===== src/rtl/pc_sequencer_if.sv =====
// Fetch-stage program-counter bus: redirect requests in, PC and status out.
// The slave modport is the PC sequencer; the master modport is whoever drives redirects.
interface pc_sequencer_if #(
    parameter int N_BITS    = 32,
    parameter int RAS_DEPTH = 4
);
    localparam int CW = $clog2(RAS_DEPTH) + 1;

    logic              stall_i;
    logic              exc_i;
    logic              ret_i;
    logic [N_BITS-1:0] ret_target_i;
    logic              jump_i;
    logic              call_i;
    logic [N_BITS-1:0] jump_target_i;
    logic              branch_taken_i;
    logic [N_BITS-1:0] branch_target_i;
    logic [N_BITS-1:0] pc_o;
    logic [N_BITS-1:0] pc_plus4_o;
    logic              flush_o;
    logic              misalign_o;
    logic [CW-1:0]     ras_count_o;

    modport master (
        output stall_i, exc_i, ret_i, ret_target_i, jump_i, call_i,
               jump_target_i, branch_taken_i, branch_target_i,
        input  pc_o, pc_plus4_o, flush_o, misalign_o, ras_count_o
    );

    modport slave (
        input  stall_i, exc_i, ret_i, ret_target_i, jump_i, call_i,
               jump_target_i, branch_taken_i, branch_target_i,
        output pc_o, pc_plus4_o, flush_o, misalign_o, ras_count_o
    );
endinterface


===== src/rtl/pc_sequencer.sv =====
// MIPS fetch program counter: prioritised next-PC select, flush pulse, sticky misalign flag.
// Define PC_RAS_EN to add a circular return-address stack that predicts jr $ra targets.
module pc_sequencer #(
    parameter int                N_BITS    = 32,
    parameter logic [N_BITS-1:0] RESET_VEC = N_BITS'(32'h0040_0000),
    parameter logic [N_BITS-1:0] EXC_VEC   = N_BITS'(32'h8000_0180),
    parameter int                RAS_DEPTH = 4
) (
    input  logic           clk,
    input  logic           reset,
    pc_sequencer_if.slave  bus
);
    localparam int CW = $clog2(RAS_DEPTH) + 1;

    logic [N_BITS-1:0] pc_q;
    logic [N_BITS-1:0] pc_plus4;
    logic [N_BITS-1:0] target;
    logic [N_BITS-1:0] pc_d;
    logic              load;
    logic              redirect;
    logic              flush_q;
    logic              misalign_q;

`ifdef PC_RAS_EN
    localparam int PW = $clog2(RAS_DEPTH);
    localparam logic [CW-1:0] RAS_FULL = CW'(RAS_DEPTH);

    logic [N_BITS-1:0] ras_mem [RAS_DEPTH];
    logic [PW-1:0]     top_ptr;
    logic [CW-1:0]     ras_count;
    logic              push;
    logic              pop;
`else
    logic unused_call;
    assign unused_call = bus.call_i;
`endif

    assign pc_plus4 = pc_q + N_BITS'(4);

    // An exception is the only source that can break through a stall.
    always_comb begin
        // NOTE: every always_comb output gets a default first so no path can infer a latch.
        load     = bus.exc_i | ~bus.stall_i;
        redirect = 1'b0;
        target   = pc_plus4;
`ifdef PC_RAS_EN
        push     = 1'b0;
        pop      = 1'b0;
`endif
        if (bus.exc_i) begin
            redirect = 1'b1;
            target   = EXC_VEC;
        end else if (!bus.stall_i) begin
            if (bus.ret_i) begin
                redirect = 1'b1;
`ifdef PC_RAS_EN
                if (ras_count != '0) begin
                    target = ras_mem[top_ptr];
                    pop    = 1'b1;
                end else begin
                    target = bus.ret_target_i;
                end
`else
                target = bus.ret_target_i;
`endif
            end else if (bus.jump_i) begin
                redirect = 1'b1;
                target   = bus.jump_target_i;
`ifdef PC_RAS_EN
                push     = bus.call_i;
`endif
            end else if (bus.branch_taken_i) begin
                redirect = 1'b1;
                target   = bus.branch_target_i;
            end
        end
        pc_d = redirect ? {target[N_BITS-1:2], 2'b00} : pc_plus4;
    end

    always_ff @(posedge clk) begin
        // NOTE: sequential state uses non-blocking assignments so every register samples pre-edge values.
        if (reset) begin
            pc_q       <= RESET_VEC;
            flush_q    <= 1'b0;
            misalign_q <= 1'b0;
        end else begin
            if (load) pc_q <= pc_d;
            flush_q <= load & redirect;
            if (redirect && target[1:0] != 2'b00) misalign_q <= 1'b1;
        end
    end

`ifdef PC_RAS_EN
    // Push always advances the pointer, so a push when full lands on the oldest slot.
    always_ff @(posedge clk) begin
        if (reset) begin
            top_ptr   <= '0;
            ras_count <= '0;
        end else if (push) begin
            top_ptr <= top_ptr + PW'(1);
            if (ras_count != RAS_FULL) ras_count <= ras_count + CW'(1);
        end else if (pop) begin
            top_ptr   <= top_ptr - PW'(1);
            ras_count <= ras_count - CW'(1);
        end
    end

    // NOTE: the stack storage is not reset; ras_count alone decides which entries are valid.
    always_ff @(posedge clk) begin
        if (push) ras_mem[top_ptr + PW'(1)] <= pc_plus4;
    end

    assign bus.ras_count_o = ras_count;
`else
    assign bus.ras_count_o = {CW{1'b0}};
`endif

    assign bus.pc_o       = pc_q;
    assign bus.pc_plus4_o = pc_plus4;
    assign bus.flush_o    = flush_q;
    assign bus.misalign_o = misalign_q;
endmodule

===== src/flat_wrapper.sv =====
// flat-port wrapper written by rule: the top's interface ports become plain ports
module pc_sequencer_flat 
#(
    parameter int                N_BITS    = 32,
    parameter logic [N_BITS-1:0] RESET_VEC = N_BITS'(32'h0040_0000),
    parameter logic [N_BITS-1:0] EXC_VEC   = N_BITS'(32'h8000_0180),
    parameter int                RAS_DEPTH = 4
)
  (clk, reset, bus_stall_i, bus_exc_i, bus_ret_i, bus_ret_target_i, bus_jump_i, bus_call_i, bus_jump_target_i, bus_branch_taken_i, bus_branch_target_i, bus_pc_o, bus_pc_plus4_o, bus_flush_o, bus_misalign_o, bus_ras_count_o);
  pc_sequencer_if #(.N_BITS(N_BITS), .RAS_DEPTH(RAS_DEPTH)) bus_i ();
  input  logic clk;
  input  logic reset;
  input wire logic [$bits(bus_i.stall_i)-1:0] bus_stall_i;
  input wire logic [$bits(bus_i.exc_i)-1:0] bus_exc_i;
  input wire logic [$bits(bus_i.ret_i)-1:0] bus_ret_i;
  input wire logic [$bits(bus_i.ret_target_i)-1:0] bus_ret_target_i;
  input wire logic [$bits(bus_i.jump_i)-1:0] bus_jump_i;
  input wire logic [$bits(bus_i.call_i)-1:0] bus_call_i;
  input wire logic [$bits(bus_i.jump_target_i)-1:0] bus_jump_target_i;
  input wire logic [$bits(bus_i.branch_taken_i)-1:0] bus_branch_taken_i;
  input wire logic [$bits(bus_i.branch_target_i)-1:0] bus_branch_target_i;
  output wire logic [$bits(bus_i.pc_o)-1:0] bus_pc_o;
  output wire logic [$bits(bus_i.pc_plus4_o)-1:0] bus_pc_plus4_o;
  output wire logic [$bits(bus_i.flush_o)-1:0] bus_flush_o;
  output wire logic [$bits(bus_i.misalign_o)-1:0] bus_misalign_o;
  output wire logic [$bits(bus_i.ras_count_o)-1:0] bus_ras_count_o;
  assign bus_i.stall_i = bus_stall_i;
  assign bus_i.exc_i = bus_exc_i;
  assign bus_i.ret_i = bus_ret_i;
  assign bus_i.ret_target_i = bus_ret_target_i;
  assign bus_i.jump_i = bus_jump_i;
  assign bus_i.call_i = bus_call_i;
  assign bus_i.jump_target_i = bus_jump_target_i;
  assign bus_i.branch_taken_i = bus_branch_taken_i;
  assign bus_i.branch_target_i = bus_branch_target_i;
  assign bus_pc_o = bus_i.pc_o;
  assign bus_pc_plus4_o = bus_i.pc_plus4_o;
  assign bus_flush_o = bus_i.flush_o;
  assign bus_misalign_o = bus_i.misalign_o;
  assign bus_ras_count_o = bus_i.ras_count_o;
  pc_sequencer #(.N_BITS(N_BITS), .RESET_VEC(RESET_VEC), .EXC_VEC(EXC_VEC), .RAS_DEPTH(RAS_DEPTH)) u_core (.clk(clk), .reset(reset), .bus(bus_i));
endmodule

===== config.mk =====
export PLATFORM = sky130hd
export DESIGN_NAME = pc_sequencer_flat
export DESIGN_NICKNAME = d
export VERILOG_FILES = /design/src/rtl/pc_sequencer_if.sv /design/src/rtl/pc_sequencer.sv /design/src/flat_wrapper.sv
export SDC_FILE = /design/constraint.sdc
export NUM_CORES = 1
export LEC_CHECK = 0
export ABC_AREA = 1
export CAP_MARGIN = 15
export CORE_MARGIN = 2
export CORE_UTILIZATION = 45
export CTS_CLUSTER_DIAMETER = 50
export DETAILED_ROUTE_END_ITERATION = 6
export PLACE_DENSITY = 0.88
export SYNTH_ARGS = -nofsm -noshare
export SYNTH_HDL_FRONTEND = slang
export SYNTH_SLANG_ARGS = --single-unit

===== constraint.sdc =====
create_clock -name clk -period 2.4 [get_ports clk]
set_input_delay 0.36 -clock clk [delete_from_list [all_inputs] [get_ports clk]]
set_output_delay 0.36 -clock clk [all_outputs]
set_load 0.03 [all_outputs]

==> results by group, run 1 <==
Synthesis
  – Sequential-to-total area share from yosys stat: 0.182
  – Yosys warns: 0
  – Syn avg cell area: 5.23 sq um
  – Seq cells post-synth: 32
  – Synthesized instance count: 674
  – Netlist cell types: 34
  – Netlist Area Pre-Place: 0.00353 sq mm

Critical path
  – CP arrival: 1.92 ns
  – Crit Path Max Fanout: 5
  – Crit-path max cell delay: 0.40 ns
  – Cells along the critical path: ha_4 -> inv_2 -> nor2_2 -> buf_4 -> nand2_2 -> nor2_2 -> xnor2_1 -> inv_1 -> buf_4
  – CP endpoint kind: output pin
  – Critical path class: reg2out
  – Crit start category: register
  – Crit-path slowest cell: dfxtp_2
  – CP required: 2.04 ns

Global routing
  – Vias in the first global route: 4863
  – Largest net degree at the start of global routing: 50
  – First-pass GRT wire length: 22700 um
  – Antenna violations before repair: 0
  – Grt ovf: 0
  – GRT Resource Usage Total: 0.330

CTS
  – TritonCTS clock tree: done
  – CTS clk-pin slew, worst paths: 0.08 ns
  – Deepest clock path buffer count: 2
  – Skew-Pair Late Insertion Delay: 0.29 ns
  – Root Driver: clkbuf_8
  – H-tree depth: 2
  – Post-CTS Setup Bufs: 0
  – TritonCTS Sinks: 32
  – Num CTS Buffers: 5
  – Hold_buf cts: 0

Timing
  – Setup TNS: 0 ns
  – Final setup vio count: 0
  – Fin crit share: 0.949
  – Slew Viols, Final: 0
  – Relative slew slack: 0.534
  – Layout Skew: 0.00879 ns
  – Fmax: 439 MHz
  – Final-report hold violation count: 0
  – Worst slew pin tran: 0.698 ns
  – RSZ-0062 raised after global routing: false
  – Tmin final: 2.28 ns

Place
  – Placed insts: 952
  – PortBufs: 164
  – HPWL after detailed placement: 10900 um
  – Final GP Congestion: 0.877

Detailed routing
  – Residual DRC: 0
  – Vias: 4994
  – Routed vias/inst: 5.21
  – DRT Wirelength: 14300 um
  – DRT Pass-1 Iters: 5
  – Post-route ant nets: 0
  – DR iter-0 viols: 235
  – Average wire per standard cell: 14.9 um

Die
  – Std-Cell Rows: 32
  – Die width: 92.5 um
  – Die Ht: 92.5 um
  – CORE AREA: 0.00765 sq mm
  – IO Pins: 173
  – Die ar.: 0.00856 sq mm
  – Initial Utilization: 0.461

Layout
  – Number of fill cells: 685
  – N_diodes: 0
  – Area grow syn2layout: 55.0%
  – Layout cell share with drive strength beyond 1: 0.116
  – Most common cell after layout, fill and taps aside: nand2_1
  – Layout Cells excl Fill: 959
  – Total Nets Final: 962
  – Most frequent cells in the layout: nand2_1 (215), clkdlybuf4s50_1 (138), nor2_1 (102)

Power and ir drop
  – Power Dens Cells: 353 mW/mm^2
  – NetSw: 0.000762 W
  – Sequential Power Share: 0.317
  – Leakage: 2.45 nW
  – Maximum vdd drop: 222 uV
  – Internal power: 0.00117 W
  – Combinational Power Share: 0.467
  – Switching fraction of total power: 0.394
  – Clock share of power: 0.215

Run status
  – Outcome: completed

Flow run
  – Max-cap viol count: 0

Hold path
  – Hold Crit Class: reg2reg
[cell families (layout without fill, tap and decap cells)]
group | Yosys count | in the layout | synth area share
flops | 32 | 32 | 0.182
other cells | 1 | 7 | 0.00106
mux | 1 | 1 | 0.00284
simple gates | 378 | 378 | 0.436
buf+inv | 109 | 286 | 0.138
xor+xnor | 7 | 7 | 0.0195
compound gates | 145 | 145 | 0.217
fa+ha+maj | 1 | 1 | 0.00355
[metal layers]
| metal | vias up | GRT usage | wire (um) |
|---|---|---|---|
| met5 | - | 0 | 0 |
| met3 | 35 | 0.0374 | 967 |
| met4 | 0 | 0.122 | 366 |
| met2 | 237 | 0.589 | 6920 |
| li1 | 2489 | - | - |
| met1 | 2233 | 0.407 | 6030 |
[area by class of cell]
cell class / count / area [sq um] / share of cell area
Multi-Input combinational cell: 539 / 2450 / 0.449
Timing Repair Buffer: 208 / 1900 / 0.347
Sequential cell: 32 / 644 / 0.118
Inverter: 71 / 269 / 0.0492
Tap cell: 102 / 128 / 0.0233
Clock buffer: 6 / 72.6 / 0.0133
Clock inverter: 1 / 5.00 / 0.000915
[registers in the layout, indices dropped and copies added (netlist names)]
name                   flops
u_core.bus.misalign_o      1
u_core.bus.flush_o         1
u_core.bus.pc_o           30
[through the flow]
stage,util,cell area [sq um],total power (W),hold WS (ns),setup slack (ns)
finish,0.715,5470,0.00193,0.477,0.123
global route,0.715,5470,0.00202,0.510,0.000939
CTS,0.718,5490,0.00192,0.485,0.0104
detailed placement,0.709,5420,0.00153,0.475,0.0299
global placement,0.709,5420,0.00151,0.442,0.0494
floorplan,-,3550,0.00110,0.429,0.343
[worst max-delay path, delay by kind of cell (launching register included)]
kind	cells	cell delay, ns
simple gates	3	0.42
fa+ha+maj	1	0.18
xor+xnor	1	0.19
buf+inv	4	0.43
flops	1	0.40
[worst paths after layout]
path / slack [ns] / start / cells past startpoint / endpoint
max: 0.12 / u_core.bus.pc_o[3] / 9 / bus_pc_plus4_o[14]
min reg2reg: 0.48 / u_core.bus.misalign_o / 2 / u_core.bus.misalign_o
min: 0.48 / u_core.bus.misalign_o / 2 / u_core.bus.misalign_o
max reg2reg: 0.58 / u_core.bus.pc_o[3] / 13 / u_core.bus.pc_o[18]
[timing repair]
item	in CTS	in global routing
hold endpoints to repair	0	0
setup endpoints to repair	25	20
gates resized for setup	30	27
[Yosys cell counts]
cell      number  area, sq um
nand2_1      215          807
nor2_1       105          394
inv_1         67          251
o21ai_0       65          325
a21oi_1       62          310
dfxtp_1       32          641
nand3_1       30          150
clkbuf_1      20         75.1
buf_4          9         67.6
nor2_2         9         56.3
buf_2          5         25.0
nand2_2        5         31.3
nand4_1        5         31.3
o21bai_1       5         37.5
xor2_1         4         35.0
a31oi_1        3         18.8
and2_1         3         18.8
inv_2          3         11.3
nor2_4         3         33.8
o211ai_1       3         22.5
o21ai_1        3         15.0
a21o_1         2         15.0
buf_6          2         22.5
clkbuf_8       2         27.5
nor3_1         2         10.0
xnor2_1        2         17.5
a31oi_2        1         12.5
conb_1         1         3.75
ha_1           1         12.5
inv_4          1         6.26
mux2i_1        1         10.0
o221ai_1       1         8.76
or2_2          1         6.26
xor2_2         1         16.3
[power by group through the flow]
stage / Combinational (W) / Clock, W / Sequential (W)
4_1_cts: 0.000896 / 0.000413 / 0.000611
5_1_grt: 0.000975 / 0.000427 / 0.000619
2_1_floorplan: 0.000402 / 0 / 0.000694
6_report: 0.000903 / 0.000416 / 0.000613
3_3_place_gp: 0.000890 / 0 / 0.000620
3_5_place_dp: 0.000907 / 0 / 0.000622
Power figures use the tool's default switching activity.
==> run 2, diff against run 1 <==
--- a/config.mk
+++ b/config.mk
@@ -11,7 +11,7 @@
 export CORE_UTILIZATION = 45
 export CTS_CLUSTER_DIAMETER = 50
 export DETAILED_ROUTE_END_ITERATION = 6
-export PLACE_DENSITY = 0.88
+export PLACE_DENSITY = 0.93
 export SYNTH_ARGS = -nofsm -noshare
 export SYNTH_HDL_FRONTEND = slang
 export SYNTH_SLANG_ARGS = --single-unit
==> run 2 against run 1 <==
- non-clock buffer count unchanged
- critical path depth unchanged
- maximum frequency barely moved
- final cell count unchanged
- first-iteration DRC count up 8.9%
- clock skew up 0.0023 ns
- hold slack worse by 0.018 ns
- via count shrank 0.40%
==> results by group, run 2 (synthesized netlist as in run 1, its figures left out) <==
CTS
  – TritonCTS Sinks: 32
  – H-tree depth: 2
  – Hold_buf cts: 0
  – TritonCTS clock tree: done
  – Root Driver: clkbuf_8
  – Skew-Pair Late Insertion Delay: 0.29 ns
  – Post-CTS Setup Bufs: 0
  – Deepest clock path buffer count: 2
  – CTS clk-pin slew, worst paths: 0.07 ns
  – Num CTS Buffers: 5

Detailed routing
  – DRT Wirelength: 14100 um
  – Residual DRC: 0
  – Routed vias/inst: 5.19
  – Post-route ant nets: 0
  – Vias: 4974
  – Average wire per standard cell: 14.7 um
  – DR iter-0 viols: 256
  – DRT Pass-1 Iters: 5

Critical path
  – Crit Path Max Fanout: 6
  – CP required: 2.04 ns
  – CP arrival: 1.92 ns
  – Cells along the critical path: nand2_1 -> nor2_1 -> nand2_1 -> nor2_1 -> nand2_1 -> nand2_1 -> nand2_1 -> inv_1 -> dlygate4sd2_1
  – Cell mode on critical path: nand2_1
  – Worst reg2reg endpoint: u_core.bus.pc_o[18]
  – Crit-path max cell delay: 0.43 ns
  – Crit-path slowest cell: dfxtp_1
  – Crit start category: register
  – CP endpoint kind: output pin
  – R2R setup slack: 0.61 ns
  – Worst R2R Path Depth: 13
  – Critical path class: reg2out
  – Worst reg2reg startpoint: u_core.bus.pc_o[3]

Timing
  – Final setup vio count: 0
  – RSZ-0062 raised after global routing: false
  – Slew Viols, Final: 0
  – Final-report hold violation count: 0
  – Layout Skew: 0.0111 ns
  – Tmin final: 2.28 ns
  – Fin crit share: 0.949
  – Setup TNS: 0 ns
  – Fmax: 439 MHz

Global routing
  – Grt ovf: 0
  – GRT Resource Usage Total: 0.330
  – Largest net degree at the start of global routing: 46
  – Grt met3 use: 0.0399
  – Met1 Usage GRT: 0.408
  – Met2 GRT Util: 0.596
  – Antenna violations before repair: 0
  – Gr busiest metal: met2
  – Vias in the first global route: 4748
  – First-pass GRT wire length: 22500 um

Power and ir drop
  – Leakage: 2.46 nW
  – Maximum vdd drop: 212 uV
  – Power Dens Cells: 352 mW/mm^2
  – Final Total Pwr: 0.00192 W

Layout
  – Area grow syn2layout: 54.8%
  – Most frequent cells in the layout: nand2_1 (215), clkdlybuf4s50_1 (137), nor2_1 (102)
  – Layout cell share with drive strength beyond 1: 0.121
  – Total Nets Final: 962
  – N_diodes: 0
  – Most common cell after layout, fill and taps aside: nand2_1
  – Max reg flops: 30

Die
  – IO Pins: 173
  – Std-Cell Rows: 32
  – Die Ht: 92.5 um
  – Die width: 92.5 um
  – CORE AREA: 0.00765 sq mm
  – Initial Utilization: 0.461
  – Die ar.: 0.00856 sq mm

Place
  – PortBufs: 164
  – HPWL after detailed placement: 10900 um
  – Final GP Congestion: 0.890

Run status
  – Outcome: completed

Hold path
  – Hold path endpoint: u_core.bus.misalign_o
  – Min-delay src: u_core.bus.misalign_o
  – WHS Path Cells: 2
  – Hold Crit Class: reg2reg

Flow run
  – Max-cap viol count: 0
run 2: changes by cell type in the layout (fill, tap and decap cells not counted):
cell / delta
dfxtp_2: +4
clkdlybuf4s50_1: -1
dlygate4sd2_1: +2
clkdlybuf4s15_1: -2
clkbuf_2: +1
dfxtp_1: -4
clkdlybuf4s15_2: -1
buf_2: +1
run 2: how the worst max path moves through the flow:
stage	startpoint	to	depth (start not counted)
finish	u_core.bus.pc_o[16]	bus_pc_plus4_o[22]	9
global route	u_core.bus.pc_o[10]	bus_pc_plus4_o[13]	9
CTS	u_core.bus.pc_o[11]	bus_pc_plus4_o[23]	8
detailed placement	u_core.bus.pc_o[11]	bus_pc_plus4_o[23]	8
global placement	u_core.bus.pc_o[14]	bus_pc_plus4_o[28]	9
floorplan	u_core.bus.pc_o[2]	bus_pc_plus4_o[18]	7
run 2: per-layer routing:
metal / vias up / part of all wire
met5: - / 0
met4: 0 / 0.023
met3: 27 / 0.075
met2: 240 / 0.48
met1: 2217 / 0.43
li1: 2490 / -
run 2: worst max-delay path, delay by kind of cell, from the launching register on:
kind	cells	cell delay [ns]
buffers and inverters	2	0.45
flip-flops	1	0.43
AND/OR/NAND/NOR	7	0.76
run 2: final cells by class:
class,instances,area [sq um]
Clock buffer,6,72.6
Clock inverter,1,5.00
Fill cell,669,2190
Inverter,71,269
Multi-Input combinational cell,539,2450
Sequential cell,32,649
Tap cell,102,128
Timing Repair Buffer,208,1880
run 2: repair_timing:
| action | CTS | global route |
|---|---|---|
| setup endpoints to repair | 25 | 20 |
| gates cloned | 0 | 0 |
| resized for setup | 28 | 31 |
run 2: power breakdown:
group          total, W  internal (W)  switching [W]
registers      0.000615      0.000570      0.0000448
clock network  0.000407      0.000197       0.000210
logic          0.000898      0.000400       0.000498
total           0.00192       0.00117       0.000753
run 2: through the flow:
stage               instance area, sq um  utilization  instances  setup WS [ns]  hold slack [ns]
finish                              5460        0.714        959          0.123            0.459
global route                        5460        0.714        959        0.00878            0.488
CTS                                 5480        0.717        959       0.000380            0.461
detailed placement                  5410        0.708        952         0.0352            0.450
global placement                    5410        0.708        952         0.0663            0.438
floorplan                           3550            -        680          0.343            0.429
==> run 3, diff against run 2 <==
--- a/config.mk
+++ b/config.mk
@@ -7,6 +7,7 @@
 export LEC_CHECK = 0
 export ABC_AREA = 1
 export CAP_MARGIN = 15
+export CORE_ASPECT_RATIO = 0.9
 export CORE_MARGIN = 2
 export CORE_UTILIZATION = 45
 export CTS_CLUSTER_DIAMETER = 50
==> run 3 against run 2 <==
- non-clock buffer count fell by 4
- core utilization rose by 0.61 points
- register-to-register slack barely moved
- cell area did not move
- via count rose by 0.26%
- clock skew fell by 0.0061 ns
- hold slack improved by 0.0084 ns
- critical endpoint is now bus_pc_plus4_o[9]
- largest power group unchanged
==> results by group, run 3 (synthesized netlist as in run 1, its figures left out) <==
CTS
  – Root Driver: clkbuf_8
  – Num CTS Buffers: 5
  – TritonCTS Sinks: 32
  – CTS clk-pin slew, worst paths: 0.08 ns
  – Post-CTS Setup Bufs: 0
  – Deepest clock path buffer count: 2
  – TritonCTS clock tree: done
  – Hold_buf cts: 0
  – Skew-Pair Late Insertion Delay: 0.29 ns
  – H-tree depth: 2

Layout
  – Total Nets Final: 958
  – Register area: 644 sq um
  – Area grow syn2layout: 54.8%
  – Number of fill cells: 664
  – Multi-input gate area: 0.00244 sq mm
  – Layout cell share with drive strength beyond 1: 0.115
  – Layout Cells excl Fill: 950
  – N_diodes: 0
  – Max reg flops: 30
  – Most common cell after layout, fill and taps aside: nand2_1
  – Most frequent cells in the layout: nand2_1 (215), clkdlybuf4s50_1 (136), nor2_1 (102)
  – Final core utilization: 0.720

Global routing
  – Vias in the first global route: 4807
  – Antenna violations before repair: 0
  – Largest net degree at the start of global routing: 46
  – Grt ovf: 0
  – First-pass GRT wire length: 23200 um
  – GRT Resource Usage Total: 0.334

Place
  – Final GP Congestion: 0.941
  – Placed insts: 942
  – PortBufs: 164
  – HPWL after detailed placement: 11000 um

Hold path
  – Hold Crit Class: reg2reg

Timing
  – Layout Skew: 0.00493 ns
  – Tmin final: 2.30 ns
  – Final-report hold violation count: 0
  – Fmax: 434 MHz
  – Fin crit share: 0.959
  – Final setup vio count: 0
  – Slew Viols, Final: 0
  – Fin Hold WS: 0.467 ns

Die
  – CORE AREA: 0.00758 sq mm
  – Die ar.: 0.00856 sq mm
  – IO Pins: 173
  – Std-Cell Rows: 30
  – Initial Utilization: 0.465
  – Die width: 97.3 um
  – Die Ht: 88.0 um

Run status
  – Outcome: completed

Detailed routing
  – DRT Pass-1 Iters: 5
  – DRT met1 WL: 6370 um
  – DR WL met2: 6760 um
  – Residual DRC: 0
  – Top layer used by detailed routing: met4
  – Post-route ant nets: 0
  – Routed vias/inst: 5.25
  – DR iter-0 viols: 290
  – DRT Wirelength: 14500 um
  – Vias: 4987
  – Met3 WL post-DR: 1110 um
  – Average wire per standard cell: 15.3 um

Critical path
  – CP required: 2.04 ns
  – Crit Path Max Fanout: 5
  – R2R setup slack: 0.60 ns
  – CP arrival: 1.94 ns
  – Crit start category: register
  – Critical path class: reg2out
  – CP endpoint kind: output pin

Power and ir drop
  – Maximum vdd drop: 202 uV
  – Power Dens Cells: 385 mW/mm^2
  – Leakage: 2.47 nW

Flow run
  – Max-cap viol count: 0
run 3: layout make-up:
cell class | instances | share of cell area
Inverter | 71 | 0.0493
Multi-Input combinational cell | 539 | 0.447
Clock inverter | 1 | 0.00550
Tap cell | 96 | 0.0220
Sequential cell | 32 | 0.118
Timing Repair Buffer | 204 | 0.340
Clock buffer | 7 | 0.0176
run 3: stage by stage:
step	cell area (sq um)	setup TNS (ns)	setup slack [ns]	power, W
after detailed placement	5380	0	0.0273	0.00153
after CTS	5490	0	0.00637	0.00209
after floorplan	3550	0	0.343	0.00110
final	5460	0	0.0976	0.00210
after global placement	5380	0	0.0769	0.00151
after global routing	5460	-0.00310	-0.00310	0.00219
run 3: timing repair:
item	in CTS	in global routing
endpoints found under the setup margin	24	21
pin swaps	0	0
gates resized for setup	25	32
run 3: metal layers:
| metal | GRT usage | vias up |
|---|---|---|
| met5 | 0 | - |
| met2 | 0.583 | 243 |
| met4 | 0.0947 | 0 |
| li1 | - | 2481 |
| met3 | 0.0487 | 26 |
| met1 | 0.436 | 2237 |
run 3: critical path, stage by stage (launching register included):
cell	delay, ns
dfxtp_2	0.39
inv_1	0.09
nor2_2	0.23
nand2_2	0.15
buf_4	0.16
xor2_1	0.15
inv_1	0.08
dlygate4sd2_1	0.40
run 3: worst paths after layout:
kind,startpoint,to,depth (start not counted)
worst max-delay path,u_core.bus.pc_o[2],bus_pc_plus4_o[9],7
worst max register to register,u_core.bus.pc_o[14],u_core.bus.pc_o[30],10
worst min register to register,u_core.bus.misalign_o,u_core.bus.misalign_o,2
worst min-delay path,u_core.bus.misalign_o,u_core.bus.misalign_o,2
run 3: power by group:
part           total (W)  internal (W)  leakage (nW)  switching (W)
Combinational   0.000899      0.000398          2.14       0.000501
Clock           0.000591      0.000367        0.0645       0.000224
Sequential      0.000613      0.000569         0.265      0.0000446
Total            0.00210       0.00133          2.47       0.000769
